===== src/rtl/sdspi_n_pkg.sv =====
// sdspi_n_pkg: shared types for the parametrised SPI master sdspi_n.
//   spiOP_t     - sequencer command encodings (same values as the original sdspi)
//   spiMODE_t   - packed {CPOL,CPHA}
//   spiSPEED_t  - slow/fast SCLK divider selection
package sdspi_n_pkg;

  typedef enum logic [2:0] {
    spiNOP  = 3'd0,
    spiCSL  = 3'd1,
    spiCSH  = 3'd2,
    spiFAST = 3'd3,
    spiSLOW = 3'd4,
    spiTR   = 3'd5
  } spiOP_t;

  typedef struct packed {
    logic cpol;
    logic cpha;
  } spiMODE_t;

  typedef enum logic {
    SPD_SLOW = 1'b0,
    SPD_FAST = 1'b1
  } spiSPEED_t;

endpackage


===== src/rtl/sdspi_n_if.sv =====
// sdspi_n_if: command/handshake and SPI pin bundle of sdspi_n.
//   master modport: sequencer/environment side (drives spiOP, spiSEL, spiMODE,
//                   spiTXD, spiMISO and, with SPI_LOOPBACK_EN, spiLOOP)
//   slave modport : the SPI master block (drives spiRXD, spiDONE, spiBUSY,
//                   spiCS, spiSCLK, spiMOSI)
// Optional feature macro: SPI_LOOPBACK_EN adds spiLOOP.
interface sdspi_n_if
  import sdspi_n_pkg::*;
#(
  parameter int DATA_W = 8,
  parameter int NCS    = 1
) ();
  localparam int SELW = (NCS > 1) ? $clog2(NCS) : 1;

  spiOP_t              spiOP;
  logic [SELW-1:0]     spiSEL;
  spiMODE_t            spiMODE;
  logic [DATA_W-1:0]   spiTXD;
  logic [DATA_W-1:0]   spiRXD;
  logic                spiDONE;
  logic                spiBUSY;
  logic [NCS-1:0]      spiCS;
  logic                spiSCLK;
  logic                spiMOSI;
  logic                spiMISO;
`ifdef SPI_LOOPBACK_EN
  logic                spiLOOP;
`endif

  modport master (
    output spiOP, spiSEL, spiMODE, spiTXD, spiMISO,
`ifdef SPI_LOOPBACK_EN
    output spiLOOP,
`endif
    input  spiRXD, spiDONE, spiBUSY, spiCS, spiSCLK, spiMOSI
  );

  modport slave (
    input  spiOP, spiSEL, spiMODE, spiTXD, spiMISO,
`ifdef SPI_LOOPBACK_EN
    input  spiLOOP,
`endif
    output spiRXD, spiDONE, spiBUSY, spiCS, spiSCLK, spiMOSI
  );

endinterface


===== src/rtl/sdspi_n_clkdiv.sv =====
// sdspi_clkdiv: SCLK half-period timer for sdspi_n.
//   clk, rst (sync, active-low), en (count while high, clear while low),
//   fast (selects FAST_DIV instead of SLOW_DIV), tick (one-cycle pulse every
//   DIV enabled cycles; first pulse on the DIV-th enabled cycle).
module sdspi_clkdiv #(
  parameter int SLOW_DIV = 64,
  parameter int FAST_DIV = 2
) (
  input  logic clk,
  input  logic rst,
  input  logic en,
  input  logic fast,
  output logic tick
);
  localparam int MAXDIV = (SLOW_DIV > FAST_DIV) ? SLOW_DIV : FAST_DIV;
  // A divide-by-1 still needs a one-bit counter to exist.
  localparam int CW = (MAXDIV > 1) ? $clog2(MAXDIV) : 1;
  localparam logic [CW-1:0] SLOW_TC = CW'(SLOW_DIV - 1);
  localparam logic [CW-1:0] FAST_TC = CW'(FAST_DIV - 1);

  logic [CW-1:0] cnt_q, cnt_d;
  logic [CW-1:0] term_s;

  // Terminal-count selection and counter next value.
  always_comb begin
    term_s = fast ? FAST_TC : SLOW_TC;
    cnt_d  = cnt_q;
    if (!en) begin
      cnt_d = '0;
    end else if (cnt_q == term_s) begin
      cnt_d = '0;
    end else begin
      cnt_d = cnt_q + CW'(1);
    end
  end

  // Counter register.
  always_ff @(posedge clk) begin
    if (!rst) begin
      cnt_q <= '0;
    end else begin
      cnt_q <= cnt_d;
    end
  end

  assign tick = en && (cnt_q == term_s);

endmodule


===== src/rtl/sdspi_n.sv =====
// sdspi_n: parametrised SPI master for the RK8E sequencer / SD card.
//   clk  : system clock, rising edge
//   rst  : synchronous, active-low reset
//   bus  : sdspi_n_if.slave - spiOP/spiSEL/spiMODE/spiTXD commands in,
//          spiRXD/spiDONE/spiBUSY status out, spiCS/spiSCLK/spiMOSI/spiMISO pins
// Parameters: DATA_W (8..32), NCS (1..8), SLOW_DIV, FAST_DIV (>=1).
// Optional feature macro: SPI_LOOPBACK_EN (internal MOSI->RX loopback, SCLK held).
module sdspi_n
  import sdspi_n_pkg::*;
#(
  parameter int DATA_W   = 8,
  parameter int NCS      = 1,
  parameter int SLOW_DIV = 64,
  parameter int FAST_DIV = 2
) (
  input  logic       clk,
  input  logic       rst,
  sdspi_n_if.slave   bus
);
  localparam int BCW = $clog2(DATA_W + 1);

  typedef enum logic [1:0] {
    ST_IDLE  = 2'd0,
    ST_LEAD  = 2'd1,
    ST_TRAIL = 2'd2,
    ST_DONE  = 2'd3
  } spiSTATE_t;

  spiSTATE_t         state_q, state_d;
  spiSPEED_t         speed_q, speed_d;
  spiMODE_t          mode_q, mode_d;
  logic [DATA_W-1:0] tx_q, tx_d;
  logic [DATA_W-1:0] rx_q, rx_d;
  logic [BCW-1:0]    bits_q, bits_d;
  logic [NCS-1:0]    cs_q, cs_d;
  logic              sclk_q, sclk_d;
  logic              mosi_q, mosi_d;
  logic [DATA_W-1:0] rxd_q, rxd_d;
  logic              done_q, done_d;
  logic              busy_q, busy_d;
  logic              tick_s;
  logic              rx_bit_s;
  logic              loop_s;

`ifdef SPI_LOOPBACK_EN
  logic loop_q, loop_d;

  // Loopback selection, latched with each accepted transfer.
  always_ff @(posedge clk) begin
    if (!rst) begin
      loop_q <= 1'b0;
    end else begin
      loop_q <= loop_d;
    end
  end
  assign loop_s = loop_q;
`else
  assign loop_s = 1'b0;
`endif

  sdspi_clkdiv #(
    .SLOW_DIV (SLOW_DIV),
    .FAST_DIV (FAST_DIV)
  ) u_clkdiv (
    .clk  (clk),
    .rst  (rst),
    .en   ((state_q == ST_LEAD) || (state_q == ST_TRAIL)),
    .fast (speed_q == SPD_FAST),
    .tick (tick_s)
  );

  // Next-state and output logic of the transfer FSM.
  always_comb begin
    state_d = state_q;
    speed_d = speed_q;
    mode_d  = mode_q;
    tx_d    = tx_q;
    rx_d    = rx_q;
    bits_d  = bits_q;
    cs_d    = cs_q;
    sclk_d  = sclk_q;
    mosi_d  = mosi_q;
    rxd_d   = rxd_q;
`ifdef SPI_LOOPBACK_EN
    loop_d  = loop_q;
`endif
    // In loopback the bit being driven on MOSI is what gets received.
    rx_bit_s = loop_s ? mosi_q : bus.spiMISO;

    case (state_q)
      ST_IDLE: begin
        sclk_d = bus.spiMODE.cpol;
        mosi_d = 1'b1;
        case (bus.spiOP)
          spiCSL: begin
            cs_d = '1;
            if (int'(bus.spiSEL) < NCS) begin
              cs_d[bus.spiSEL] = 1'b0;
            end else begin
              cs_d = '1;
            end
          end
          spiCSH:  cs_d    = '1;
          spiSLOW: speed_d = SPD_SLOW;
          spiFAST: speed_d = SPD_FAST;
          spiTR: begin
            state_d = ST_LEAD;
            mode_d  = bus.spiMODE;
            tx_d    = bus.spiTXD;
            bits_d  = BCW'(DATA_W);
            // CPHA=0 presents the MSB before the first edge; CPHA=1 waits for it.
            mosi_d  = bus.spiMODE.cpha ? 1'b1 : bus.spiTXD[DATA_W-1];
`ifdef SPI_LOOPBACK_EN
            loop_d  = bus.spiLOOP;
`endif
          end
          default: ;
        endcase
      end

      ST_LEAD: begin
        if (tick_s) begin
          state_d = ST_TRAIL;
          sclk_d  = loop_s ? mode_q.cpol : ~mode_q.cpol;
          if (mode_q.cpha) begin
            mosi_d = tx_q[DATA_W-1];
            tx_d   = {tx_q[DATA_W-2:0], 1'b0};
          end else begin
            rx_d = {rx_q[DATA_W-2:0], rx_bit_s};
          end
        end else begin
          state_d = ST_LEAD;
        end
      end

      ST_TRAIL: begin
        if (tick_s) begin
          sclk_d = mode_q.cpol;
          bits_d = bits_q - BCW'(1);
          if (mode_q.cpha) begin
            rx_d = {rx_q[DATA_W-2:0], rx_bit_s};
          end else if (bits_q != BCW'(1)) begin
            mosi_d = tx_q[DATA_W-2];
            tx_d   = {tx_q[DATA_W-2:0], 1'b0};
          end else begin
            // Last bit: hold MOSI so it is stable across the final edge.
            mosi_d = mosi_q;
          end
          if (bits_q == BCW'(1)) begin
            state_d = ST_DONE;
            rxd_d   = rx_d;
          end else begin
            state_d = ST_LEAD;
          end
        end else begin
          state_d = ST_TRAIL;
        end
      end

      ST_DONE: begin
        state_d = ST_IDLE;
        sclk_d  = bus.spiMODE.cpol;
        mosi_d  = 1'b1;
      end

      default: begin
        state_d = ST_IDLE;
      end
    endcase

    busy_d = (state_d == ST_LEAD) || (state_d == ST_TRAIL);
    done_d = (state_d == ST_DONE);
  end

  // State and registered outputs.
  always_ff @(posedge clk) begin
    if (!rst) begin
      state_q <= ST_IDLE;
      speed_q <= SPD_SLOW;
      mode_q  <= '0;
      tx_q    <= '0;
      rx_q    <= '0;
      bits_q  <= '0;
      cs_q    <= '1;
      sclk_q  <= 1'b0;
      mosi_q  <= 1'b1;
      rxd_q   <= '0;
      done_q  <= 1'b0;
      busy_q  <= 1'b0;
    end else begin
      state_q <= state_d;
      speed_q <= speed_d;
      mode_q  <= mode_d;
      tx_q    <= tx_d;
      rx_q    <= rx_d;
      bits_q  <= bits_d;
      cs_q    <= cs_d;
      sclk_q  <= sclk_d;
      mosi_q  <= mosi_d;
      rxd_q   <= rxd_d;
      done_q  <= done_d;
      busy_q  <= busy_d;
    end
  end

  assign bus.spiRXD  = rxd_q;
  assign bus.spiDONE = done_q;
  assign bus.spiBUSY = busy_q;
  assign bus.spiCS   = cs_q;
  assign bus.spiSCLK = sclk_q;
  assign bus.spiMOSI = mosi_q;

endmodule


===== src/flat_wrapper.sv =====
// flat-port wrapper written by rule: the top's interface ports become plain ports
module sdspi_n_flat import sdspi_n_pkg::*;
#(
  parameter int DATA_W   = 8,
  parameter int NCS      = 1,
  parameter int SLOW_DIV = 64,
  parameter int FAST_DIV = 2
)
  (clk, rst, bus_spiOP, bus_spiSEL, bus_spiMODE, bus_spiTXD, bus_spiMISO, bus_spiRXD, bus_spiDONE, bus_spiBUSY, bus_spiCS, bus_spiSCLK, bus_spiMOSI);
  sdspi_n_if #(.DATA_W(DATA_W), .NCS(NCS)) bus_i ();
  input  logic clk;
  input  logic rst;
  input wire logic [$bits(bus_i.spiOP)-1:0] bus_spiOP;
  input wire logic [$bits(bus_i.spiSEL)-1:0] bus_spiSEL;
  input wire logic [$bits(bus_i.spiMODE)-1:0] bus_spiMODE;
  input wire logic [$bits(bus_i.spiTXD)-1:0] bus_spiTXD;
  input wire logic [$bits(bus_i.spiMISO)-1:0] bus_spiMISO;
  output wire logic [$bits(bus_i.spiRXD)-1:0] bus_spiRXD;
  output wire logic [$bits(bus_i.spiDONE)-1:0] bus_spiDONE;
  output wire logic [$bits(bus_i.spiBUSY)-1:0] bus_spiBUSY;
  output wire logic [$bits(bus_i.spiCS)-1:0] bus_spiCS;
  output wire logic [$bits(bus_i.spiSCLK)-1:0] bus_spiSCLK;
  output wire logic [$bits(bus_i.spiMOSI)-1:0] bus_spiMOSI;
  assign bus_i.spiOP = bus_spiOP;
  assign bus_i.spiSEL = bus_spiSEL;
  assign bus_i.spiMODE = bus_spiMODE;
  assign bus_i.spiTXD = bus_spiTXD;
  assign bus_i.spiMISO = bus_spiMISO;
  assign bus_spiRXD = bus_i.spiRXD;
  assign bus_spiDONE = bus_i.spiDONE;
  assign bus_spiBUSY = bus_i.spiBUSY;
  assign bus_spiCS = bus_i.spiCS;
  assign bus_spiSCLK = bus_i.spiSCLK;
  assign bus_spiMOSI = bus_i.spiMOSI;
  sdspi_n #(.DATA_W(DATA_W), .NCS(NCS), .SLOW_DIV(SLOW_DIV), .FAST_DIV(FAST_DIV)) u_core (.clk(clk), .rst(rst), .bus(bus_i));
endmodule

===== config.mk =====
export PLATFORM = sky130hd
export DESIGN_NAME = sdspi_n_flat
export DESIGN_NICKNAME = d
export VERILOG_FILES = /design/src/rtl/sdspi_n_pkg.sv /design/src/rtl/sdspi_n_if.sv /design/src/rtl/sdspi_n_clkdiv.sv /design/src/rtl/sdspi_n.sv /design/src/flat_wrapper.sv
export SDC_FILE = /design/constraint.sdc
export NUM_CORES = 1
export LEC_CHECK = 0
export CAP_MARGIN = 40
export CORE_ASPECT_RATIO = 0.75
export CORE_MARGIN = 5
export CORE_UTILIZATION = 54
export CTS_CLUSTER_DIAMETER = 120
export DETAILED_ROUTE_END_ITERATION = 16
export HOLD_SLACK_MARGIN = 0.03
export MAX_ROUTING_LAYER = met4
export PLACE_DENSITY = 0.88
export SETUP_SLACK_MARGIN = 0.3
export SYNTH_ARGS = -nofsm -noshare
export SYNTH_HDL_FRONTEND = slang
export SYNTH_SLANG_ARGS = --single-unit

===== constraint.sdc =====
create_clock -name clk -period 3 [get_ports clk]
set_input_delay 0.45 -clock clk [delete_from_list [all_inputs] [get_ports clk]]
set_output_delay 0.45 -clock clk [all_outputs]
set_load 0.01 [all_outputs]

After elaboration in Yosys (flattened, before gate mapping)
Index checks and enable logic that the tools add are counted.
{"block": "classes", "add_sub_neg": 2, "magnitude_cmp": 3, "eq_ne": 21, "muxes": 36, "bitwise": 4, "reduce_logical": 21}
{"op": "$mux W8", "n": 10}
{"op": "$pmux W8 S3", "n": 1}
{"op": "$pmux W8 S2", "n": 1}
{"op": "$mux W1", "n": 11}
{"op": "$eq A2 B2 Y1 const B", "n": 4}
{"op": "$mux W2", "n": 4}
{"op": "$mux W4", "n": 2}
{"op": "$ne A2 B2 Y1 const B", "n": 4}
{"op": "$pmux W2 S4", "n": 1}
{"op": "$pmux W4 S2", "n": 1}
{"op": "$reduce_and A2 Y1", "n": 4}
{"op": "$reduce_bool A2 Y1", "n": 4}
{"op": "$reduce_and A7 Y1", "n": 1}
{"op": "$add A6 B1 Y6 const B", "n": 1}
{"op": "$eq A3 B2 Y1 const B", "n": 2}
{"op": "$eq A3 B3 Y1 const B", "n": 2}
{"op": "$eq A6 B6 Y1", "n": 1}
{"op": "$mux W6", "n": 1}
{"op": "$ne A2 B1 Y1 const B", "n": 3}
{"op": "$reduce_and A3 Y1", "n": 2}
{"op": "$reduce_and A5 Y1", "n": 1}
{"op": "$eq A2 B1 Y1 const B", "n": 2}
{"op": "$eq A4 B1 Y1 const B", "n": 1}
{"op": "$ne A4 B1 Y1 const B", "n": 1}
{"op": "15 further kinds", "n": 22}
{"block": "totals", "regBits": 44, "inputBits": 17, "output_inout_bits": 13, "wordCells": 101}

Logic depth before layout (Yosys ltp)
{"block": "depth", "depth_word": 7, "ltp_mapped": 10, "mapped_depth_nobuf": 8}

Hierarchy
Synthesis repeated with hierarchy kept, for this count alone.
{"block": "unflattened", "cells_unflattened": 227, "area_unflattened_um2": 2202.1}
{"mod": "sdspi_n", "instances": 1, "cells_per_inst": 199, "area_per_inst_um2": 1906.8, "seq_area_each_um2": 760.7}
{"mod": "sdspi_clkdiv", "instances": 1, "cells_per_inst": 28, "area_per_inst_um2": 295.3, "seq_area_each_um2": 120.1}

Worst setup path after synthesis
OpenSTA, ideal clock, no wires.
{"block": "synth_timing", "path_kind": "register to register", "from": "reg u_core.state_q[0]", "to": "reg u_core.tx_q[0]", "setup_time_ns": 0.072, "arrival_time_ns": 2.228, "required_ns": 2.928, "slack_ns": 0.700, "stages_incl_launch_ff": 9, "n_path_buf": 2, "period_less_slack_ns": 2.300, "cell_sequence": "dfxtp_1 inv_1 ha_1 clkbuf_1 and3_1 clkbuf_1 a31oi_1 nor3_4 mux2i_1"}
{"block": "synth_via", "elab_chain_len": 5, "word_cells_on_any_way": 14, "classes_between": "eq/ne: 8; mux: 1; reduce/logical: 5"}
{"element": "from (decl)", "line": "sdspi_n.sv:29", "source": "spiSTATE_t state_q, state_d;"}
{"element": "from (signal assigned)", "line": "sdspi_n.sv:191", "source": "state_q <= state_d;"}
{"element": "$eq A2 B1 Y1 or $eq A2 B2 Y1 (tied branches)", "line": "sdspi_n.sv:67, sdspi_n.sv:90"}
{"element": "$logic_or A1 B1 Y1", "line": "sdspi_n.sv:67", "source": ".en ((state_q == ST_LEAD) || (state_q == ST_TRAIL)),"}
{"element": "$logic_and A1 B1 Y1", "line": "sdspi_n_clkdiv.sv:46", "source": "assign tick = en && (cnt_q == term_s);"}
{"element": "$ne A2 B1 Y1 (no source line)"}
{"element": "$reduce_and A7 Y1 (no source line)"}
{"element": "to (signal assigned)", "line": "sdspi_n.sv:194", "source": "tx_q <= tx_d;"}
{"element": "to (decl)", "line": "sdspi_n.sv:32", "source": "logic [DATA_W-1:0] tx_q, tx_d;"}
Several ways; a longest one is shown, not always the timed one.
A chain may end at the register's enable or synchronous reset.

Worst setup path after layout
{"block": "layout_timing", "from": "reg u_core.state_q[1]", "to": "reg u_core.busy_q, in the netlist u_core.bus.spiBUSY"}
{"block": "layout_via", "elab_chain_len": 7, "word_cells_on_any_way": 13, "classes_between": "eq/ne: 5; mux: 4; reduce/logical: 4"}
{"element": "$eq A2 B1 Y1 or $eq A2 B2 Y1 (tied branches)", "line": "sdspi_n.sv:67, sdspi_n.sv:90"}
{"element": "$logic_or A1 B1 Y1", "line": "sdspi_n.sv:67"}
{"element": "$logic_and A1 B1 Y1", "line": "sdspi_n_clkdiv.sv:46"}
{"element": "$mux W2 (on tied branches)", "line": "sdspi_n.sv:137, sdspi_n.sv:122"}
{"element": "$pmux W2 S4 *", "line": "sdspi_n.sv:90", "source": "case (state_q)"}
{"element": "via u_core.state_d[1]", "line": "sdspi_n.sv:29"}
{"element": "$eq A2 B1 Y1 or $eq A2 B2 Y1 (tied branches)", "line": "sdspi_n.sv:171", "source": "busy_d = (state_d == ST_LEAD) || (state_d == ST_TRAIL);"}
{"element": "$logic_or A1 B1 Y1 *", "line": "sdspi_n.sv:171"}
{"element": "via u_core.busy_d", "line": "sdspi_n.sv:40", "source": "logic busy_q, busy_d;"}
{"element": "to (signal assigned)", "line": "sdspi_n.sv:202", "source": "busy_q <= busy_d;"}
{"element": "to (decl)", "line": "sdspi_n.sv:40"}
The timed path passes the listed nets; every way through them passes the cells marked *.

==> impl_metrics.env <==
export IMPL_reg2reg_from="u_core.state_q[1]"
export IMPL_synth_fp_nets=261
export IMPL_fmax_mhz=407.4
export IMPL_worst_path_buf_inv=2
export IMPL_synth_seq_cells=44
export IMPL_grt_pass1_vias=1703
export IMPL_cp_end_kind="flop"
export IMPL_p_comb_share_pct=18.3
export IMPL_rsz0062_at_grt="no"
export IMPL_grt_usage_pct=18.03
export IMPL_irDropWorstVdd_v=0.0002526
export IMPL_pre_cts_slack_ns=0.4433
export IMPL_cp_arrival_ns=2.65
export IMPL_grt_pass1_wl_mm=7.762
export IMPL_drt_iter0_drc=87
export IMPL_cts_resized=0
export IMPL_port_buffers=29
export IMPL_die_h_um=64.82
export IMPL_layout_drive_gt1_share_pct=8.745
export IMPL_vias=1744
export IMPL_final_core_util_pct=68.82
export IMPL_layout_commonest_cell="dfxtp_1"
export IMPL_routed_via_density=5.537
export IMPL_ys_seq_area_share_pct=40.72
export IMPL_cp_max_fo=11
export IMPL_ios=30
export IMPL_crit_chain="inv_1 -> ha_1 -> inv_1 -> a21oi_1 -> a21oi_1 -> nand3_1 -> ha_1 -> and2_1"
export IMPL_first_pass_iters=4
export IMPL_critPathLaunchType="flop"
export IMPL_pwr_share_seq_pct=50.9
export IMPL_tightest_slew_ns=0.8537
export IMPL_status="complete, no violations"
export IMPL_grt_overflow=0
export IMPL_fp_coreArea_um2=3756
export IMPL_clock_latency_ns=0.29
export IMPL_postCtsSetupBuffers=0
export IMPL_sw_frac_of_total_pct=26.78
export IMPL_drc=0
export IMPL_final_setup_worst_slack_ns=0.5451
export IMPL_cap_violations=0
export IMPL_setup_viol=0
export IMPL_power_density_nw_per_um2=483.4
export IMPL_p_leak_nw=1.009
export IMPL_grt_max_degree=25
export IMPL_hpwl_mm=3.291
export IMPL_min_from="u_core.tx_q[1]"
export IMPL_cts_buffers=5
export IMPL_critPathLaunch="u_core.state_q[1]"
export IMPL_slew_headroom_pct=43.09
export IMPL_min_period_ns=2.455
export IMPL_ys_types=44
export IMPL_clk_path_buf_depth=2
export IMPL_cp_required_ns=3.19
export IMPL_finalMaxSlewViolations=0
export IMPL_criticalPathCategory="reg -> reg"
export IMPL_start_util_pct=57.59
export IMPL_path_depth=8
export IMPL_avgSynthCellArea_um2=9.206
export IMPL_core_rowCount=19
export IMPL_drt_wl_total_mm=4.456
export IMPL_final_nets=288
export IMPL_fin_skew_ns=0.004669
export IMPL_hold_depth=2
export IMPL_dieWidth_um=83.09
export IMPL_diodes=0
export IMPL_min_period_over_period_pct=81.83
export IMPL_syn_area_um2=2163
export IMPL_crit_slowest_cell="a21oi_1"
export IMPL_hold_ws_ns=0.4693
export IMPL_cpPeakStageDelay_ns=0.69
export IMPL_reg2reg_depth=8
export IMPL_min_path_type="reg -> reg"
export IMPL_ctsHoldBuffers=0
export IMPL_syn_inst=235
export IMPL_cp_top_family="compound AO/OA/AOI/OAI gates"
export IMPL_gp_congestion=0.8941
export IMPL_die_area_um2=5385
export IMPL_ctsRootBufferMaster="clkbuf_8"
export IMPL_yosys_warnings=0
export IMPL_clkPwrFrac_pct=30.7
export IMPL_cts_tree="done"
export IMPL_cts_sinks=44
export IMPL_hold_viol=0
export IMPL_switchingPower_uw=334.7
export IMPL_antenna_left=0
export IMPL_clk_pin_slew_ns=0.08
export IMPL_antenna_found_initial=0
export IMPL_area_growth_pct=19.49
export IMPL_mostFrequentLayoutCells="dfxtp_1 (44), nor2_1 (30), clkdlybuf4s50_1 (29)"
export IMPL_routedWlPerCell_um=14.15
export IMPL_h_tree_depth=2
export IMPL_tns_ns=0
export IMPL_power_internal_uw=914.9
==> final timing paths <==
check	slack (ns)	end
setup / recovery	0.55	u_core.bus.spiBUSY
hold / removal	0.47	u_core.tx_q[1]
setup reg to reg	0.55	u_core.bus.spiBUSY
hold reg to reg	0.47	u_core.tx_q[1]
==> synth_stat cells, drive strengths merged <==
| cell type | number | share of area [%] |
|---|---|---|
| dfxtp | 44 | 41 |
| nor2 | 30 | 5.2 |
| mux2i | 27 | 12 |
| nand2 | 21 | 3.6 |
| inv | 12 | 2.1 |
| nand3 | 11 | 2.5 |
| a211oi | 10 | 3.5 |
| clkbuf | 10 | 1.8 |
| ha | 9 | 5.2 |
| a21oi | 8 | 1.9 |
| mux2 | 8 | 4.2 |
| a31oi | 4 | 1.4 |
| o21ai | 3 | 0.69 |
| o31ai | 3 | 1.0 |
| xor2 | 3 | 1.2 |
| and2 | 2 | 0.58 |
| and3 | 2 | 0.58 |
| buf | 2 | 0.52 |
| nor2b | 2 | 0.58 |
| nor3 | 2 | 0.98 |
| or3 | 2 | 0.58 |
| xnor2 | 2 | 0.81 |
| a211o | 1 | 0.40 |
| a221oi | 1 | 0.40 |
| a2bb2oi | 1 | 0.40 |
| a311oi | 1 | 0.40 |
| and3b | 1 | 0.40 |
| nand2b | 1 | 0.29 |
| nand3b | 1 | 0.35 |
| nand4 | 1 | 0.29 |
| nand4bb | 1 | 0.52 |
| nor4 | 1 | 0.29 |
| o221a | 1 | 0.52 |
| o22ai | 1 | 0.29 |
| o311ai | 1 | 0.40 |
| o32a | 1 | 0.46 |
| o32ai | 1 | 1.3 |
| or2 | 1 | 0.29 |
| or4 | 1 | 0.35 |
| or4b | 1 | 0.46 |
==> metal layers <==
layer	global-route usage [%]	wire length (um)	share of wire, %
met5	-	0	0
met4	6.939	58	1.3
met3	3.291	175	3.9
met2	27.80	2053	46
met1	23.70	2169	49
==> state kept, by name, summed over array words and instances, names as in the netlist <==
| name | flops |
|---|---|
| u_core.bus.spiMOSI | 1 |
| u_core.speed_q | 1 |
| u_core.bus.spiSCLK | 1 |
| u_core.bus.spiRXD | 8 |
| u_core.tx_q | 8 |
| u_core.bus.spiDONE | 1 |
| u_core.u_clkdiv.cnt_q | 6 |
| u_core.bits_q | 4 |
| u_core.bus.spiCS | 1 |
| u_core.state_q | 2 |
| u_core.bus.spiBUSY | 1 |
| u_core.mode_q | 2 |
| u_core.rx_q | 8 |
==> cell type report <==
cell class | count | area (um2)
Multi-Input combinational cell | 167 | 1187
Fill cell | 304 | 1171
Sequential cell | 44 | 880.8
Timing Repair Buffer | 32 | 312.8
Clock buffer | 7 | 86.33
Tap cell | 52 | 65.06
Inverter | 12 | 45.04
Clock inverter | 1 | 7.507
==> power groups by stage <==
stage	registers, mW	clock network, mW	logic [mW]
after floorplan	0.647	0	0.153
after global placement	0.648	0	0.220
after detailed placement	0.650	0	0.227
after CTS	0.636	0.394	0.230
after global routing	0.640	0.418	0.253
final	0.637	0.384	0.229
==> worst register-to-register path, cell delays in order (launching register included) <==
cell and delay [ns]:
dfxtp_1 0.35, inv_1 0.11, ha_1 0.34, inv_1 0.18
a21oi_1 0.69, a21oi_1 0.19, nand3_1 0.11, ha_1 0.23
and2_1 0.15
==> metrics by stage <==
stage | total power [mW] | instance area (um2) | cells
final | 1.250 | 2585 | 315
after CTS | 1.260 | 2585 | 315
after detailed placement | 0.8776 | 2491 | 307
after global routing | 1.312 | 2585 | 315
after floorplan | 0.7993 | 2163 | 235
after global placement | 0.8675 | 2491 | 307
==> cells by family after synthesis <==
| family | after synthesis | share of synthesized area [%] |
|---|---|---|
| xor gates and xnor gates | 5 | 2.025 |
| and+or+nand+nor | 81 | 17.93 |
| DFF | 44 | 40.72 |
| buffers and inverters | 24 | 4.395 |
| muxes | 35 | 16.66 |
| AOI/OAI and AO/OA | 37 | 13.07 |
| adders and majority gates | 9 | 5.205 |
Power figures use the tool's default switching activity.
